`src/rtl/bus_dpram_pkg.sv`:
```
// Shared types and helpers for the DPRAM Port B arbiter slice.
// Pure declarations, no latency and no backpressure of its own.
package bus_dpram_pkg;

  localparam int BUS_WIDTH = 16;

  typedef enum logic [0:0] {
    ST_IDLE = 1'b0,
    ST_OWN  = 1'b1
  } arb_state_t;

  // Index width that never collapses to zero bits, even for n = 1 or 2.
  function automatic int idx_w(input int n);
    return (n <= 2) ? 1 : $clog2(n);
  endfunction

endpackage

```
`src/rtl/bus_dpram_portb_arbiter_if.sv`:
```
// Requester-side and RAM Port B signals of the arbiter, bundled as one port.
// Wires only, no latency; each requester holds i_Req until it sees its grant.
interface bus_dpram_portb_arbiter_if
  import bus_dpram_pkg::*;
#(
  parameter int NUM_REQ = 2,
  parameter int AW      = 8
);

  logic [NUM_REQ-1:0]           i_Req;
  logic [NUM_REQ-1:0]           i_Wr_Rd_n;
  logic [NUM_REQ*AW-1:0]        i_Addr16;
  logic [NUM_REQ*BUS_WIDTH-1:0] i_Wr_Data;
  logic [NUM_REQ-1:0]           o_Grant;
  logic [NUM_REQ-1:0]           o_Rd_DV;
  logic [BUS_WIDTH-1:0]         o_Rd_Data;
  logic [AW-1:0]                o_PortB_Addr16;
  logic [BUS_WIDTH-1:0]         o_PortB_Data;
  logic                         o_PortB_WE;
  logic [BUS_WIDTH-1:0]         i_PortB_Rd_Data;

  modport master (
    output i_Req, i_Wr_Rd_n, i_Addr16, i_Wr_Data, i_PortB_Rd_Data,
    input  o_Grant, o_Rd_DV, o_Rd_Data, o_PortB_Addr16, o_PortB_Data, o_PortB_WE
  );

  modport slave (
    input  i_Req, i_Wr_Rd_n, i_Addr16, i_Wr_Data, i_PortB_Rd_Data,
    output o_Grant, o_Rd_DV, o_Rd_Data, o_PortB_Addr16, o_PortB_Data, o_PortB_WE
  );

endinterface

```
`src/rtl/bus_dpram_portb_arbiter_rr_pick.sv`:
```
// Combinational round-robin picker: first set request at or after ptr, circularly.
// Zero latency; no backpressure, pick_vld is low when no request is set.
module rr_pick
  import bus_dpram_pkg::*;
#(
  parameter  int NUM_REQ = 2,
  localparam int IW      = idx_w(NUM_REQ)
) (
  input  logic [NUM_REQ-1:0] req,
  input  logic [IW-1:0]      ptr,
  output logic               pick_vld,
  output logic [IW-1:0]      pick_idx
);

  logic [IW-1:0] cand;

  always_comb begin
    pick_vld = 1'b0;
    pick_idx = '0;
    cand     = '0;
    for (int k = 0; k < NUM_REQ; k++) begin
      cand = IW'((int'(ptr) + k) % NUM_REQ);
      if (!pick_vld && req[cand]) begin
        pick_vld = 1'b1;
        pick_idx = cand;
      end
    end
  end

endmodule

```
`src/rtl/bus_dpram_portb_arbiter.sv`:
```
// Round-robin owner of DPRAM Port B; grant one cycle after request, read DV one cycle after accept.
// A requester stalls by holding i_Req until granted; the owner is rotated after MAX_BURST accepts under contention.
module bus_dpram_portb_arbiter
  import bus_dpram_pkg::*;
#(
  parameter int DEPTH     = 256,
  parameter int NUM_REQ   = 2,
  parameter int MAX_BURST = 4
) (
  input logic                     i_Bus_Clk,
  input logic                     i_Bus_Rst,
  bus_dpram_portb_arbiter_if.slave bus
);

  localparam int AW = $clog2(DEPTH);
  localparam int IW = idx_w(NUM_REQ);
  localparam int CW = idx_w(MAX_BURST);

  localparam logic [CW-1:0] CNT_LAST = CW'(MAX_BURST - 1);
  localparam logic [IW-1:0] IDX_LAST = IW'(NUM_REQ - 1);

  arb_state_t         state_q, state_n;
  logic [IW-1:0]      own_q, own_n;
  logic [IW-1:0]      rr_ptr_q, rr_ptr_n;
  logic [CW-1:0]      cnt_q, cnt_n;
  logic [NUM_REQ-1:0] grant_q;
  logic [NUM_REQ-1:0] rd_dv_q;

  logic [IW-1:0]      own_inc;
  logic [NUM_REQ-1:0] own_oh;
  logic [NUM_REQ-1:0] pick_req;
  logic [IW-1:0]      pick_ptr;
  logic [IW-1:0]      pick_idx;
  logic               pick_vld;
  logic               accept;
  logic               others_vld;

  logic [AW-1:0]        addr_a [NUM_REQ];
  logic [BUS_WIDTH-1:0] data_a [NUM_REQ];

  for (genvar n = 0; n < NUM_REQ; n++) begin : g_unpack
    assign addr_a[n] = bus.i_Addr16[n*AW +: AW];
    assign data_a[n] = bus.i_Wr_Data[n*BUS_WIDTH +: BUS_WIDTH];
  end

  assign own_oh     = NUM_REQ'(1) << own_q;
  assign own_inc    = (own_q == IDX_LAST) ? '0 : own_q + 1'b1;
  assign accept     = (state_q == ST_OWN) && bus.i_Req[own_q];
  assign others_vld = |(bus.i_Req & ~own_oh);

  // While owning, the single picker looks for the next requester after the owner.
  assign pick_req = (state_q == ST_OWN) ? (bus.i_Req & ~own_oh) : bus.i_Req;
  assign pick_ptr = (state_q == ST_OWN) ? own_inc : rr_ptr_q;

  rr_pick #(
    .NUM_REQ (NUM_REQ)
  ) u_rr_pick (
    .req      (pick_req),
    .ptr      (pick_ptr),
    .pick_vld (pick_vld),
    .pick_idx (pick_idx)
  );

  always_comb begin
    state_n  = state_q;
    own_n    = own_q;
    rr_ptr_n = rr_ptr_q;
    cnt_n    = cnt_q;
    case (state_q)
      ST_IDLE: begin
        if (pick_vld) begin
          state_n = ST_OWN;
          own_n   = pick_idx;
          cnt_n   = '0;
        end
      end
      ST_OWN: begin
        if (!bus.i_Req[own_q]) begin
          rr_ptr_n = own_inc;
          cnt_n    = '0;
          if (pick_vld) begin
            own_n = pick_idx;
          end else begin
            state_n = ST_IDLE;
          end
        end else if (others_vld && (cnt_q == CNT_LAST)) begin
          own_n    = pick_idx;
          rr_ptr_n = own_inc;
          cnt_n    = '0;
        end else if (cnt_q != CNT_LAST) begin
          // Saturates at CNT_LAST so a lone owner never rotates away from itself.
          cnt_n = cnt_q + 1'b1;
        end
      end
      default: begin
        state_n = ST_IDLE;
      end
    endcase
  end

  always_ff @(posedge i_Bus_Clk) begin
    if (i_Bus_Rst) begin
      state_q  <= ST_IDLE;
      own_q    <= '0;
      rr_ptr_q <= '0;
      cnt_q    <= '0;
      grant_q  <= '0;
      rd_dv_q  <= '0;
    end else begin
      state_q  <= state_n;
      own_q    <= own_n;
      rr_ptr_q <= rr_ptr_n;
      cnt_q    <= cnt_n;
      grant_q  <= (state_n == ST_OWN) ? (NUM_REQ'(1) << own_n) : '0;
      // Read target captured one-hot, so a grant change does not misroute the DV.
      rd_dv_q  <= (accept && !bus.i_Wr_Rd_n[own_q]) ? own_oh : '0;
    end
  end

  assign bus.o_Grant        = grant_q;
  assign bus.o_Rd_DV        = rd_dv_q;
  assign bus.o_Rd_Data      = bus.i_PortB_Rd_Data;
  assign bus.o_PortB_Addr16 = (state_q == ST_OWN) ? addr_a[own_q] : '0;
  assign bus.o_PortB_Data   = (state_q == ST_OWN) ? data_a[own_q] : '0;
  assign bus.o_PortB_WE     = accept && bus.i_Wr_Rd_n[own_q];

endmodule

```
`src/flat_wrapper.sv`:
```
// flat-port wrapper written by rule: the top's interface ports become plain ports
module bus_dpram_portb_arbiter_flat import bus_dpram_pkg::*;
#(
  parameter int DEPTH     = 256,
  parameter int NUM_REQ   = 2,
  parameter int MAX_BURST = 4
)
  (i_Bus_Clk, i_Bus_Rst, bus_i_Req, bus_i_Wr_Rd_n, bus_i_Addr16, bus_i_Wr_Data, bus_i_PortB_Rd_Data, bus_o_Grant, bus_o_Rd_DV, bus_o_Rd_Data, bus_o_PortB_Addr16, bus_o_PortB_Data, bus_o_PortB_WE);
  bus_dpram_portb_arbiter_if #(.NUM_REQ(NUM_REQ), .AW((8))) bus_i ();
  input logic i_Bus_Clk;
  input logic i_Bus_Rst;
  input wire logic [$bits(bus_i.i_Req)-1:0] bus_i_Req;
  input wire logic [$bits(bus_i.i_Wr_Rd_n)-1:0] bus_i_Wr_Rd_n;
  input wire logic [$bits(bus_i.i_Addr16)-1:0] bus_i_Addr16;
  input wire logic [$bits(bus_i.i_Wr_Data)-1:0] bus_i_Wr_Data;
  input wire logic [$bits(bus_i.i_PortB_Rd_Data)-1:0] bus_i_PortB_Rd_Data;
  output wire logic [$bits(bus_i.o_Grant)-1:0] bus_o_Grant;
  output wire logic [$bits(bus_i.o_Rd_DV)-1:0] bus_o_Rd_DV;
  output wire logic [$bits(bus_i.o_Rd_Data)-1:0] bus_o_Rd_Data;
  output wire logic [$bits(bus_i.o_PortB_Addr16)-1:0] bus_o_PortB_Addr16;
  output wire logic [$bits(bus_i.o_PortB_Data)-1:0] bus_o_PortB_Data;
  output wire logic [$bits(bus_i.o_PortB_WE)-1:0] bus_o_PortB_WE;
  assign bus_i.i_Req = bus_i_Req;
  assign bus_i.i_Wr_Rd_n = bus_i_Wr_Rd_n;
  assign bus_i.i_Addr16 = bus_i_Addr16;
  assign bus_i.i_Wr_Data = bus_i_Wr_Data;
  assign bus_i.i_PortB_Rd_Data = bus_i_PortB_Rd_Data;
  assign bus_o_Grant = bus_i.o_Grant;
  assign bus_o_Rd_DV = bus_i.o_Rd_DV;
  assign bus_o_Rd_Data = bus_i.o_Rd_Data;
  assign bus_o_PortB_Addr16 = bus_i.o_PortB_Addr16;
  assign bus_o_PortB_Data = bus_i.o_PortB_Data;
  assign bus_o_PortB_WE = bus_i.o_PortB_WE;
  bus_dpram_portb_arbiter #(.DEPTH(DEPTH), .NUM_REQ(NUM_REQ), .MAX_BURST(MAX_BURST)) u_core (.i_Bus_Clk(i_Bus_Clk), .i_Bus_Rst(i_Bus_Rst), .bus(bus_i));
endmodule
```
`config.mk`:
```
export PLATFORM = sky130hd
export DESIGN_NAME = bus_dpram_portb_arbiter_flat
export DESIGN_NICKNAME = d
export VERILOG_FILES = /design/src/rtl/bus_dpram_pkg.sv /design/src/rtl/bus_dpram_portb_arbiter_if.sv /design/src/rtl/bus_dpram_portb_arbiter_rr_pick.sv /design/src/rtl/bus_dpram_portb_arbiter.sv /design/src/flat_wrapper.sv
export SDC_FILE = /design/constraint.sdc
export NUM_CORES = 1
export LEC_CHECK = 0
export CAP_MARGIN = 0
export CORE_UTILIZATION = 28
export DETAILED_ROUTE_END_ITERATION = 12
export PLACE_DENSITY = 0.83
export SLEW_MARGIN = 20
export SYNTH_ARGS = -nofsm -noshare
export SYNTH_HDL_FRONTEND = slang
export SYNTH_SLANG_ARGS = --single-unit
```
`constraint.sdc`:
```
create_clock -name i_Bus_Clk -period 1.9 [get_ports i_Bus_Clk]
set_clock_uncertainty 0.15 [all_clocks]
set_input_delay 0.57 -clock i_Bus_Clk [delete_from_list [all_inputs] [get_ports i_Bus_Clk]]
set_output_delay 0.57 -clock i_Bus_Clk [all_outputs]
set_load 0.01 [all_outputs]
```
==> results of run 1 <==
## state kept, by name (all words and copies together), names as in the netlist
signal              flops
u_core.own_q            1
u_core.rr_ptr_q         1
u_core.state_q          1
u_core.cnt_q            2
u_core.bus.o_Rd_DV      2
u_core.bus.o_Grant      2
## final timing paths
kind | from | end | slack (ns)
hold / removal | u_core.rr_ptr_q$_SDFFE_PP0P_ | u_core.rr_ptr_q$_SDFFE_PP0P_ | 0.34
setup reg to reg | u_core.own_q$_SDFF_PP0_ | u_core.cnt_q[1]$_SDFFE_PP0P_ | 0.24
setup / recovery | u_core.own_q$_SDFF_PP0_ | bus_o_PortB_Data[6] | -0.03
hold reg to reg | u_core.rr_ptr_q$_SDFFE_PP0P_ | u_core.rr_ptr_q$_SDFFE_PP0P_ | 0.34
## where the power goes
group / switching [mW] / leakage, nW / internal, mW / total, mW
clock network: 0.0824 / 0.0228 / 0.147 / 0.229
logic: 0.124 / 0.726 / 0.183 / 0.308
registers: 0.00907 / 0.0744 / 0.198 / 0.207
total: 0.216 / 0.823 / 0.528 / 0.744
## through the flow
| stage | worst slack, ns | util, % |
|---|---|---|
| global route | -0.107 | 51.5 |
| finish | -0.0273 | 51.5 |
| detailed placement | -0.782 | 54.0 |
| CTS | -0.0443 | 51.1 |
| global placement | -0.796 | 54.0 |
| floorplan | 0.0705 | - |
## final cells by class
class	instances	area (um2)	area share, %
clock buffers	4	45.0	2.54
inverters	1	3.75	0.212
repair buffers	97	802	45.2
flip-flops and latches	9	184	10.4
well taps	46	57.6	3.25
multi-input cells	89	681	38.4
## cells by family (layout without fill, tap and decap cells)
| kind of cell | count (synthesis) | after routing | share of synthesized area [%] |
|---|---|---|---|
| buffers and inverters | 27 | 102 | 18.0 |
| AOI/OAI and AO/OA | 12 | 12 | 9.13 |
| and+or+nand+nor | 51 | 51 | 30.4 |
| adders and majority gates | 1 | 1 | 1.20 |
| muxes | 25 | 25 | 24.0 |
| DFF | 9 | 9 | 17.3 |
## worst max-delay path, cell delays in order, from the launching register on
cell,delay (ns)
dfxtp_4,0.41
buf_12,0.16
mux2i_1,0.20
nor2b_1,0.06
buf_2,0.14
## layer usage
metal,part of all wire [%],global-route usage (%),vias up,routed length [um]
li1,-,-,564,-
met1,42,16.0,473,1210
met2,47,28.1,68,1360
met3,10,4.20,5,302
met4,1.3,5.23,0,37
met5,0,0,-,0
## placed cells by master (no fill, tap or decap), types with 2 or more instances in the layout
master	synthesis	final
a21oi_1	4	4
buf_12	0	3
buf_2	3	26
buf_4	18	10
clkbuf_8	0	3
clkdlybuf4s50_1	0	5
dfxtp_1	9	8
dlygate4sd2_1	0	50
mux2i_1	25	24
nand2_1	3	2
nand2b_1	2	2
nand3_1	3	3
nand3b_1	2	2
nor2_1	5	5
nor2b_1	25	25
or2b_1	2	2
## timing repair
item | 4_1_cts | 5_1_grt
resized for setup | 159 | 2
gates cloned | 1 | 0
buffers inserted | 2 | 1
pin swaps | 3 | 0
hold buffers | 0 | 0
setup endpoints to repair | 25 | 25
==> out/metrics.cfg, run 1 <==
[placement]
gp_congestion=0.729
dp_hpwl_um=2180
portBuffers=82
placedCellCount=238
placement.cell_area_mm2=0.00186

[clock_tree]
clock-sinks=9
clk_latency_ns=0.24
htreeDepth=1
clockBufferDepth=2
cts_tree=yes
clk_pin_slew_ns=0.05
numCtsBuffers=3
root_buffer=clkbuf_8

[setup_path]
worstPathArrival_ns=1.21
end_kind=primary output
crit_fanout=10
cp.required_ns=1.18
crit_type=reg2out
cp-start-kind=flip-flop
reg2reg_depth=7

[global_route]
grt_pass1_vias=1057
antenna_found_initial=0
grt_pass1_wl_um=4770
gr-usage-all-layers_pct=15.1
globalRouteOverflowTotal=0
grt_max_degree=29

[sta]
fin_setup_tns_ns=-0.235
max_freq_mhz=519
fin_crit_ns=1.93
rsz0062_at_grt=yes
min_period_over_period_pct=101
tightestPinTransition_ns=0.339
fin_hold_ws_ns=0.343
setup_viol=22
slew_headroom_pct=77.4
final_max_slew_viol_count=0
hold_viol=0
fin_ws_ns=-0.0273

[floorplanning]
die-height_um=63.0
fp-row-count=21
die_area_mm2=0.00397
core_area_mm2=0.00344
die_w_um=63.0
initial_utilization_pct=30.3
ioPinCount=115

[synthesis]
ys_warn_count=0
syn_inst=125
synthTopCellsByArea=mux2i_1, dfxtp_1, nor2b_1
synth_enable_flop_cells=0
synth_top_cell_by_area=mux2i_1
ys_seq_elements=9
syn_nets=196
synthFlopType=dfxtp_1
netlist.area_leader.share_pct=24.0
syn_area_mm2=0.00104
avgSynthCellArea_um2=8.34
netlist-cell-type-count=34
synthTopCellsByCount=mux2i_1, nor2b_1, buf_4, dfxtp_1, nor2_1
async_flop_share_pct=0
yosysSeqAreaShare_pct=17.3

[outcome]
status=finished with violations
violations=setup timing

[detailed_routing]
wl_per_cell_um=11.8
first_pass_iters=4
drt_wl_total_um=2900
vias_per_cell=4.51
route.detailed.drc=0
vias=1110
drt_iter0_markers=11
drtAntennaViolNets=0

[power_and_ir_drop]
fin_total_pwr_mw=0.744
p_leak_nw=0.823
irDropWorstVdd_mv=0.454
cellPowerDensity_mw_per_mm2=420

[finish]
fin_area_mm2=0.00177
antenna_cells=0
area_growth_pct=70.1
final_nets=272
fill_cells=358
drive_gt1_share_pct=26.0
final_cells=246

[job]
cap_violations=0

[worst_hold_path]
hold_class=reg2reg
hold_path_depth=2

(Power assumes the default switching activity.)
==> run 2, diff against run 1 <==
Settings changed: ABC_AREA from default to 1, CORE_AREA from default to 2 2 44 46, CORE_UTILIZATION 28 to default, DIE_AREA from default to 0 0 46 48, DONT_BUFFER_PORTS from default to 1, PLACE_DENSITY 0.83 to 0.73, RECOVER_POWER from default to 25.
==> out/metrics.cfg, run 2 <==
[global_route]
antenna_found_initial=0  ; unchanged
grt_pass1_wl_um=3860  ; -19%
grt_pass1_vias=942  ; -11%
gr-usage-all-layers_pct=24.7  ; +9.6 points
grt_max_degree=28  ; -3.4%
globalRouteOverflowTotal=0  ; unchanged

[synthesis]
yosysMostFrequentCell=nand2_1
netlist.area_leader.share_pct=27.2  ; +3.2 points
synthTopCellsByArea=nand2_1, dfxtp_1, a21oi_1
synth_top_cell_by_area=nand2_1
yosysSeqAreaShare_pct=18.9  ; +1.6 points
syn_nets=239  ; +22%
synth_enable_flop_cells=0  ; unchanged
avgSynthCellArea_um2=5.67  ; -32%
ys_warn_count=0  ; unchanged
syn_area_um2=952  ; -8.6%
synthTopCellsByCount=nand2_1, a21oi_1, buf_4, dfxtp_1, nor2_1
synthFlopType=dfxtp_1
async_flop_share_pct=0  ; unchanged
netlist-cell-type-count=20  ; -41%
ys_seq_elements=9  ; unchanged
syn_inst=168  ; +34%

[detailed_routing]
vias=1075  ; -3.2%
vias_per_cell=6.21  ; +38%
drt_iter0_markers=27  ; +16
drtAntennaViolNets=0  ; unchanged
first_pass_iters=4  ; unchanged
route.detailed.drc=0  ; unchanged
drt_wl_total_um=3150  ; +8.7%
wl_per_cell_um=18.2  ; +55%

[setup_path]
cp-start-kind=flip-flop
worstPathArrival_ns=1.16  ; -0.05 ns
cp.required_ns=1.18  ; about the same
crit_fanout=12  ; +2
end_kind=primary output
crit_type=reg2out

[outcome]
status=finished, final reports clean

[finish]
layout_common_cells=nand2_1, a21oi_2, nor2_1
fin_area_mm2=0.00109  ; -38%
final_nets=228  ; -16%
area_growth_pct=14.8
final_common_cell=nand2_1
antenna_cells=0  ; unchanged
fill_cells=151  ; -58%
drive_gt1_share_pct=34.0  ; +8.0 points

[clock_tree]
htreeDepth=1  ; unchanged
root_buffer=clkbuf_4
clk_latency_ns=0.27  ; +0.03 ns
clk_pin_slew_ns=0.07  ; +0.02 ns
clockBufferDepth=2  ; unchanged
clock-sinks=9  ; unchanged
cts_tree=yes
numCtsBuffers=3  ; unchanged
postCtsHoldBufs=0  ; unchanged

[sta]
rsz0062_at_grt=yes
hold_viol=0  ; unchanged
setup_viol=0  ; -100%
final_max_slew_viol_count=0  ; unchanged
max_freq_mhz=531  ; +2.3%
slew_headroom_pct=78.9  ; +1.6 points
fin_crit_ns=1.88  ; -0.0425 ns
min_period_over_period_pct=99.2  ; -2.2 points
fin_hold_ws_ns=0.210  ; -0.133 ns
tightestPinTransition_ns=0.316  ; -0.0228 ns

[floorplanning]
fp-row-count=15  ; -29%
die_w_um=46  ; -27%
die-height_um=48  ; -24%
core_area_mm2=0.00169  ; -51%
ioPinCount=115  ; unchanged
die_area_mm2=0.00221  ; -44%
initial_utilization_pct=56.4  ; +26 points

[job]
cap_violations=0  ; unchanged

[placement]
dp_hpwl_um=1970  ; -9.5%
portBuffers=0  ; -100%
gp_congestion=0.823  ; +13%
placement.cell_area_um2=841  ; -55%

[power_and_ir_drop]
p_leak_nw=0.471  ; -43%
irDropWorstVdd_mv=0.468  ; +3.0%
cellPowerDensity_mw_per_mm2=686  ; +64%
fin_total_pwr_mw=0.751  ; +0.92%

[worst_hold_path]
hold_class=in2reg

run 2: metal layers:
metal	share of wire (%)	global-route usage, %
met1	35	21.4
met2	54	50.0
met3	9.6	6.42
met4	2.1	14.3
met5	0	0
run 2: logic make-up after synthesis:
kind of cell / count (synthesis) / share of synthesized area, %
multiplexers: 1 / 1.05
buffers and inverters: 33 / 21.4
flip-flops: 9 / 18.9
adder cells (fa/ha/maj): 1 / 1.31
AO/OA/AOI/OAI: 29 / 15.6
AND/OR/NAND/NOR: 95 / 41.7
run 2: metrics by stage:
stage	worst slack [ns]	setup TNS, ns	util (%)	instances
final	0.0152	0	64.7	173
after global routing	-0.00975	-0.0310	64.7	173
after CTS	-0.00392	-0.00392	60.3	172
after floorplan	0.191	0	-	168
after global placement	0.141	0	49.8	166
after detailed placement	0.102	0	49.8	166
run 2: cell type report:
cell class              instances  area (um2)  area share, %
clock buffers                   4        26.3           2.40
inverters                       9        43.8           4.00
multi-input cells             126         713           65.2
flip-flops and latches          9         185           16.9
well taps                      17        21.3           1.95
repair buffers                  8         104           9.50
run 2: worst paths after layout:
check                               start                           end  slack [ns]  cells after the start
max               u_core.own_q$_SDFF_PP0_         bus_o_PortB_Addr16[3]        0.02                      4
min reg2reg  u_core.rr_ptr_q$_SDFFE_PP0P_  u_core.rr_ptr_q$_SDFFE_PP0P_        0.35                      2
max reg2reg       u_core.own_q$_SDFF_PP0_  u_core.cnt_q[0]$_SDFFE_PP0P_        0.39                      9
min                             i_Bus_Rst       u_core.own_q$_SDFF_PP0_        0.21                      1
run 2: worst max-delay path, stage by stage, from the launching register on:
cell     delay, ns
dfxtp_4       0.37
inv_6         0.09
buf_8         0.14
nand2_1       0.07
a21oi_2       0.21
run 2: timing repair:
action / CTS / global route
endpoints found under the setup margin: 25 / 16
buffers inserted: 2 / 0
gates resized for setup: 37 / 12
gates cloned: 0 / 1
pin swaps: 3 / 4
run 2: report_power, final:
group | leakage (nW) | total (mW) | internal (mW) | switching (mW)
Sequential | 0.0749 | 0.229 | 0.208 | 0.0215
Clock | 0.0150 | 0.160 | 0.0814 | 0.0789
Combinational | 0.381 | 0.361 | 0.132 | 0.229
